**src/rtl/ysyx22040413_wbu.sv**
```systemverilog
// Write-back unit: a 2-entry result buffer between execute and the register
// file. Results accepted from execute retire in order, drive the register-file
// write port, and bump a free-running retire counter.
module ysyx22040413_wbu #(
  parameter int XLEN  = 64,
  parameter int CNT_W = 32
) (
  input  logic             clk,
  input  logic             rst,
  input  logic             ex_valid,
  output logic             ex_ready,
  input  logic [4:0]       ex_inst_type,
  input  logic             ex_rd_wen,
  input  logic [4:0]       ex_rd_addr,
  input  logic [XLEN-1:0]  ex_rd_data,
  input  logic             flush,
  input  logic             wb_ready,
  output logic             wb_valid,
  output logic [4:0]       wb_inst_type,
  output logic             rf_wen,
  output logic [4:0]       rf_waddr,
  output logic [XLEN-1:0]  rf_wdata,
  output logic [CNT_W-1:0] retire_cnt
);

  // Entry layout: {inst_type[4:0], rd_wen, rd_addr[4:0], rd_data[XLEN-1:0]}
  localparam int EW = 5 + 1 + 5 + XLEN;

  logic [EW-1:0]    entry_q [2];
  logic [EW-1:0]    entry_d [2];
  logic [1:0]       count_q, count_d;
  logic             wptr_q, wptr_d;
  logic             rptr_q, rptr_d;
  logic [CNT_W-1:0] retire_cnt_q, retire_cnt_d;

  logic [EW-1:0]    head;
  logic             head_wen;
  logic [4:0]       head_addr;
  logic             push;
  logic             pop;

  // Handshakes and head-entry decode; flush suppresses both push and pop
  always_comb begin
    head         = entry_q[rptr_q];
    head_wen     = head[XLEN+5];
    head_addr    = head[XLEN+4:XLEN];
    ex_ready     = (count_q < 2'd2) && rst;
    wb_valid     = (count_q != 2'd0);
    push         = ex_valid && ex_ready && !flush;
    pop          = wb_valid && wb_ready && !flush;
    wb_inst_type = head[EW-1:EW-5];
    rf_waddr     = head_addr;
    rf_wdata     = head[XLEN-1:0];
    rf_wen       = pop && head_wen && (head_addr != 5'd0);
    retire_cnt   = retire_cnt_q;
  end

  // Next-state for occupancy, pointers and retire counter
  always_comb begin
    count_d      = count_q;
    wptr_d       = wptr_q;
    rptr_d       = rptr_q;
    retire_cnt_d = retire_cnt_q;
    if (flush) begin
      count_d = 2'd0;
      wptr_d  = 1'b0;
      rptr_d  = 1'b0;
    end else begin
      if (push) begin
        wptr_d = ~wptr_q;
      end
      if (pop) begin
        rptr_d       = ~rptr_q;
        retire_cnt_d = retire_cnt_q + {{(CNT_W-1){1'b0}}, 1'b1};
      end
      case ({push, pop})
        2'b10:   count_d = count_q + 2'd1;
        2'b01:   count_d = count_q - 2'd1;
        default: count_d = count_q;
      endcase
    end
  end

  // Payload next-state: only the slot under the write pointer changes, on push
  always_comb begin
    entry_d[0] = entry_q[0];
    entry_d[1] = entry_q[1];
    if (push) begin
      entry_d[wptr_q] = {ex_inst_type, ex_rd_wen, ex_rd_addr, ex_rd_data};
    end
  end

  // Control state with asynchronous active-low reset
  always_ff @(posedge clk or negedge rst) begin
    if (!rst) begin
      count_q      <= 2'd0;
      wptr_q       <= 1'b0;
      rptr_q       <= 1'b0;
      retire_cnt_q <= '0;
    end else begin
      count_q      <= count_d;
      wptr_q       <= wptr_d;
      rptr_q       <= rptr_d;
      retire_cnt_q <= retire_cnt_d;
    end
  end

  // Payload storage is never reset; stale contents are hidden by wb_valid
  always_ff @(posedge clk) begin
    entry_q[0] <= entry_d[0];
    entry_q[1] <= entry_d[1];
  end

endmodule

```
**config.mk**
```make
export PLATFORM = sky130hd
export DESIGN_NAME = ysyx22040413_wbu
export DESIGN_NICKNAME = d
export VERILOG_FILES = /design/src/rtl/ysyx22040413_wbu.sv
export SDC_FILE = /design/constraint.sdc
export NUM_CORES = 1
export LEC_CHECK = 0
export CORE_MARGIN = 2
export CORE_UTILIZATION = 29
export DETAILED_ROUTE_END_ITERATION = 6
export PLACE_DENSITY_LB_ADDON = 0.12
export SLEW_MARGIN = 20
export SYNTH_ARGS = -nofsm -noshare
export SYNTH_HDL_FRONTEND = slang
export SYNTH_SLANG_ARGS = --single-unit
export TNS_END_PERCENT = 30
```
**constraint.sdc**
```tcl
create_clock -name clk -period 7.5 [get_ports clk]
set_clock_uncertainty 0.1 [all_clocks]
set_input_delay 1.5 -clock clk [delete_from_list [all_inputs] [get_ports clk]]
set_output_delay 1.5 -clock clk [all_outputs]
set_load 0.005 [all_outputs]
```
# ---- Yosys cells after proc, flatten, opt, wreduce, memory -nomap -nowiden
# Memories as Yosys holds them, arrays and structs flattened.
# Index checks and enable logic that the tools add are counted.
dict set report classes {
  addsub 3
  n_mul 0
  div_mod_pow 0
  order_cmp 3
  eq_ne 2
  shift 0
  muxes 10
  bitwise_logic 4
  reduce_logical 15
}
# operator count
set ops {}
lappend ops {{$bwmux W150} 1}
lappend ops {{$mux W150} 1}
lappend ops {{$demux W75 S1} 1}
lappend ops {{$mux W75} 1}
lappend ops {{$add A32 B1 Y32 const B} 1}
lappend ops {{$logic_and A1 B1 Y1} 8}
lappend ops {{$reduce_bool A2 Y1} 3}
lappend ops {{$reduce_bool A5 Y1} 1}
lappend ops {{$mux W1} 4}
lappend ops {{$pmux W2 S2} 1}
lappend ops {{$not A1 Y1} 3}
lappend ops {{$reduce_bool A3 Y1} 1}
lappend ops {{$add A2 B1 Y2 const B} 1}
lappend ops {{$eq A2 B1 Y1 const B} 1}
lappend ops {{$eq A2 B2 Y1 const B} 1}
lappend ops {{$ge A2 B2 Y1 const B} 1}
lappend ops {{$lt A2 B1 Y1 const B} 1}
lappend ops {{$lt A2 B2 Y1 const B} 1}
lappend ops {{$mux W2} 1}
lappend ops {{$not A1 Y2} 1}
lappend ops {{$reduce_and A2 Y1} 1}
lappend ops {{$sub A2 B1 Y2 const B} 1}
lappend ops {{$logic_not A1 Y1} 1}
dict set report totals {
  regBits 36
  latchBits 0
  mem_bits_rw 150
  mem_bits_ro 0
  elab_cells 42
  n_memories 1
}
# name depth width rd rd_ports_with_merged_regs wr line_no
set memory_table {}
lappend memory_table {entry_q 2 75 3 0 2 29} ;# logic [EW-1:0] entry_q [2];

# ---- Logic depth before layout (Yosys ltp)
dict set report logic_depth {
  depth_word 7
  mapped_depth 5
}

# ---- Worst setup path after synthesis
# No wires, ideal clock.
dict set report synth_timing {
  kind {input-to-reg}
  startpoint {in rst}
  endpoint {mem entry_q[1][0] in the netlist's numbering (enable)}
  setup_ns 0.616
  t_arrival_ns 7.373
  required_ns 6.784
  path_slack_ns -0.589
  stages 3
  n_path_buf 0
  path_cell_list {nor2b_1 > nand2_1 > nor3b_1}
}
# item line_no
set synth_lines {}
lappend synth_lines {{start, declared} 9} ;# input logic rst,
lappend synth_lines {{end, declared} 29}

# ---- Final worst setup path
dict set report layout_timing {
  startpoint {in flush}
  endpoint {out rf_wen}
}
dict set report layout_between {
  elab_chain_len 4
}
# item line_no
set layout_rtl {}
lappend layout_rtl {{start, declared} 16} ;# input logic flush,
lappend layout_rtl {{$logic_not A1 Y1} 50} ;# pop = wb_valid && wb_ready && !flush;
lappend layout_rtl {{$logic_and A1 B1 Y1} 50}
lappend layout_rtl {{$logic_and A1 B1 Y1 (2 in a row)} 54} ;# rf_wen = pop && head_wen && (head_addr != 5'd0);
lappend layout_rtl {{end, declared} 20} ;# output logic rf_wen,
# No other way between the ends.

==> tab_implementation.tex <==
\begin{tabular}{lr}
\hline
Metric & Value \\
\hline
\multicolumn{2}{l}{\textbf{Status}} \\
Run status & complete, no violations \\
\multicolumn{2}{l}{\textbf{Timing}} \\
Time the worst path needs with I/O delays and setup & 4.99 ns \\
Max-slew headroom & 0.395 \\
Number of setup violations in the final report & 0 \\
Worst-margin pin slew & 0.899 ns \\
Maximum clock frequency & roughly 200 MHz \\
Setup repair after global routing missed its margin & false \\
Number of pins with negative max-slew slack in the final report & 0 \\
Share of the clock period used by the worst path after layout & 0.666 \\
Final hold violations & 0 \\
\multicolumn{2}{l}{\textbf{Clock network}} \\
Clock slew at the register clock pins of the worst setup and hold paths & $\sim$0.07 ns \\
Clock insertion delay at the later pin of the skew report & approximately 0.42 ns \\
Depth of the CTS H-tree & 4 \\
Clock Tree Buf Depth & 2 \\
TritonCTS clock tree & built \\
Clock Root Buffer & sky130\_fd\_sc\_hd\_\_clkbuf\_16 \\
Post-CTS sizing & 0 \\
Hold Buf Count CTS & 0 \\
Buffers inserted during post-CTS setup optimization & 0 \\
Clock sink count & between 150 and 200 \\
Number of buffers created by CTS & 17 \\
\multicolumn{2}{l}{\textbf{Routing}} \\
Post-DR wirelength/cell & between 15 and 20 µm \\
DRC Markers & 0 \\
Routed vias & just over 4,000 \\
Drt first-iter violations & between 200 and 250 \\
Routed length on met1 & 6660 µm \\
Length of routed met2 wiring & a little under 8000 µm \\
Post-route ant nets & 0 \\
First-pass iteration count of the detailed router & 4 \\
Final routed wirelength across all metal layers & around 16,000 µm \\
Via density per instance & between 4 and 5 \\
Routed length on met3 & about 1400 µm \\
Highest signal layer in the routed design & met4 \\
\multicolumn{2}{l}{\textbf{Place}} \\
Number of port buffers & $\sim$190 \\
Placer Congestion & roughly 0.70 \\
Post-Place Cells & between 900 and 1,000 \\
HPWL after detailed placement & approximately 10,000 µm \\
Post-placement cell area & 0.00942 mm² \\
\multicolumn{2}{l}{\textbf{Critical path}} \\
Crit path arrival time & 3.39 ns \\
Crit path max fanout & 14 \\
Worst Setup End Kind & primary output \\
Startpoint Class & input pin \\
Critical Path RT & 5.90 ns \\
Startpoint-to-endpoint class of the critical path & input pin to primary output \\
\multicolumn{2}{l}{\textbf{Finish}} \\
Post-layout instance area & approximately 0.010 mm² \\
Number of nets in the finished design & just under 700 \\
Final standard cell utilization of the core & 0.414 \\
Antenna diode count & 0 \\
Final Instance Count excl. Fillers & between 900 and 1,000 \\
Combined flip-flop and latch cell area & between 0.005 and 0.006 mm² \\
Signed area change from the synthesized netlist to the final layout & 40.3\% \\
Combined area of the multi-input logic cells & around 0.0017 mm² \\
Total of fill cells in the finished design & 2,262 \\
Fraction of final layout cells with drive strength greater than 1 & 0.197 \\
\multicolumn{2}{l}{\textbf{Yosys}} \\
Unique cell type count in the Yosys netlist & 33 \\
Number of synthesized register bits & 186 \\
Complex-gate fraction of the synthesized area & 0.00508 \\
Synthesized netlist cell count & 400 \\
Multiplexer share of the synthesized area & 0.121 \\
Number of warnings printed during yosys synthesis & 0 \\
Yosys top cell area share & 0.630 \\
Number of enable-type register cells in the synthesized netlist & 150 \\
Synth Area in Adders & 0.00175 \\
Share of synthesized flip-flops with an asynchronous set or reset & 0.194 \\
Basic-gate share of the synthesized area counting and, or, nand and nor cells & 0.0662 \\
Ys flop type & sky130\_fd\_sc\_hd\_\_edfxtp\_1 \\
Synth Area per Inst & between 15 and 20 µm² \\
Largest area contributor in the synthesized netlist & sky130\_fd\_sc\_hd\_\_edfxtp\_1 \\
Dominant combinational cell family by area after synthesis & multiplexers \\
Sequential share of the synthesized area & 0.756 \\
Post-synth top cells & sky130\_fd\_sc\_hd\_\_edfxtp\_1 (150), sky130\_fd\_sc\_hd\_\_mux2\_2 (75), sky130\_fd\_sc\_hd\_\_dfrtp\_1 (36), sky130\_fd\_sc\_hd\_\_xnor2\_1 (18), sky130\_fd\_sc\_hd\_\_nand2\_1 (14) \\
Xor and xnor area share after synthesis & 0.0403 \\
Nets in the synthesized netlist & 481 \\
Combined area of all synthesized cells & between 0.007 and 0.008 mm² \\
Count leader, synth & sky130\_fd\_sc\_hd\_\_edfxtp\_1 \\
Largest cells by area after synthesis & sky130\_fd\_sc\_hd\_\_edfxtp\_1 (63\%), sky130\_fd\_sc\_hd\_\_dfrtp\_1 (13\%), sky130\_fd\_sc\_hd\_\_mux2\_2 (12\%) \\
\multicolumn{2}{l}{\textbf{Floorplan}} \\
Number of rows in the core area & 57 \\
Floorplan die area & about 0.026 mm² \\
Die width & approximately 160 µm \\
Core Area & about 0.024 mm² \\
Effective utilization at floorplan & 0.295 \\
Floorplan die height & 161 µm \\
I/O pin count & between 150 and 200 \\
\multicolumn{2}{l}{\textbf{Global route}} \\
Wire length of the first global-routing pass & about 25,000 µm \\
Via count of the first global-routing pass & 4,404 \\
Total congestion overflow after global routing & 0 \\
Global-route total usage across every layer & 0.125 \\
Largest net degree at the start of global routing & between 70 and 80 \\
Initial antenna violation count & 0 \\
\multicolumn{2}{l}{\textbf{Hold path}} \\
Worst hold path class & flip-flop to flip-flop \\
\multicolumn{2}{l}{\textbf{Power}} \\
Post-layout power & about 2.3 mW \\
VDD IR max & 0.108 mV \\
P per Cell Area & around 230 mW/mm² \\
Leak pwr & 3.46 nW \\
\multicolumn{2}{l}{\textbf{Job}} \\
Max-cap violation count & 0 \\
\hline
\end{tabular}
[power breakdown]
group,leakage [nW],switching (mW),internal (mW)
registers,1.85,0.0207,1.15
clock network,0.296,0.423,0.480
logic,1.32,0.0721,0.123
[per-stage QoR]
| stage | setup WS [ns] | hold slack (ns) | setup TNS (ns) |
|---|---|---|---|
| after detailed placement | 2.53 | 0.371 | 0 |
| after global placement | 2.61 | 0.359 | 0 |
| after global routing | 2.39 | 0.409 | 0 |
| after floorplan | -0.158 | 0.365 | -11.84 |
| after CTS | 2.52 | 0.381 | 0 |
| final | 2.51 | 0.378 | 0 |
[flip-flops by register name (all words and copies together), names as in the netlist]
register	cells
rptr_q	1
retire_cnt	32
entry_q	150
count_q	2
wptr_q	1
[cell usage in the layout, fill, tap and decap left out, types with 3 or more instances in the layout]
cell type,netlist,final
sky130_fd_sc_hd__a21oi_1,3,3
sky130_fd_sc_hd__and3_1,4,4
sky130_fd_sc_hd__and4_1,4,4
sky130_fd_sc_hd__clkbuf_16,0,17
sky130_fd_sc_hd__clkdlybuf4s50_1,0,187
sky130_fd_sc_hd__clkinv_4,0,3
sky130_fd_sc_hd__clkinv_8,0,3
sky130_fd_sc_hd__dfrtp_1,36,35
sky130_fd_sc_hd__edfxtp_1,150,150
sky130_fd_sc_hd__inv_1,3,3
sky130_fd_sc_hd__inv_6,0,3
sky130_fd_sc_hd__inv_8,0,4
sky130_fd_sc_hd__mux2_2,75,75
sky130_fd_sc_hd__nand2_1,14,14
sky130_fd_sc_hd__nand3_1,10,10
sky130_fd_sc_hd__nand4_1,12,12
sky130_fd_sc_hd__nor2_1,8,8
sky130_fd_sc_hd__nor3_1,5,4
sky130_fd_sc_hd__nor4_1,11,11
sky130_fd_sc_hd__xnor2_1,18,18
sky130_fd_sc_hd__xor2_1,13,13
[worst max-delay path, cell delays in order]
cell	delay (ns)
sky130_fd_sc_hd__clkdlybuf4s50_1	0.71
sky130_fd_sc_hd__nor4_1	0.59
sky130_fd_sc_hd__clkdlybuf4s50_1	0.59
[logic make-up after synthesis]
kind of cell / after synthesis
muxes: 77
buffers and inverters: 16
DFF: 186
and+or+nand+nor: 82
xor gates and xnor gates: 32
AOI/OAI and AO/OA: 6
adders and majority gates: 1
[area by class of cell]
class,instances,area share
Tap cell,324,0.0404
Inverter,3,0.00112
Multi-Input combinational cell,198,0.169
Sequential cell,186,0.539
Clock buffer,18,0.0428
Clock inverter,14,0.0176
Timing Repair Buffer,191,0.190
[routing by layer]
layer  up-vias  track usage
met4         0       0.0438
li1       1936            -
met1      2057        0.149
met3        10       0.0514
met2       135        0.204
met5         -            0
[worst paths after layout]
path                                     start        endpoint  slack, ns  depth (start not counted)
worst max-delay path                     flush          rf_wen       2.51                          3
worst min-delay path            retire_cnt[31]  retire_cnt[31]       0.38                          1
worst max register to register   retire_cnt[2]  retire_cnt[19]       5.24                          4
worst min register to register  retire_cnt[31]  retire_cnt[31]       0.38                          1
max in group asynchronous                  rst          rptr_q       5.60                          1
min in group asynchronous                  rst  retire_cnt[17]       1.08                          1
No activity file was read; power rests on OpenSTA's default activity.
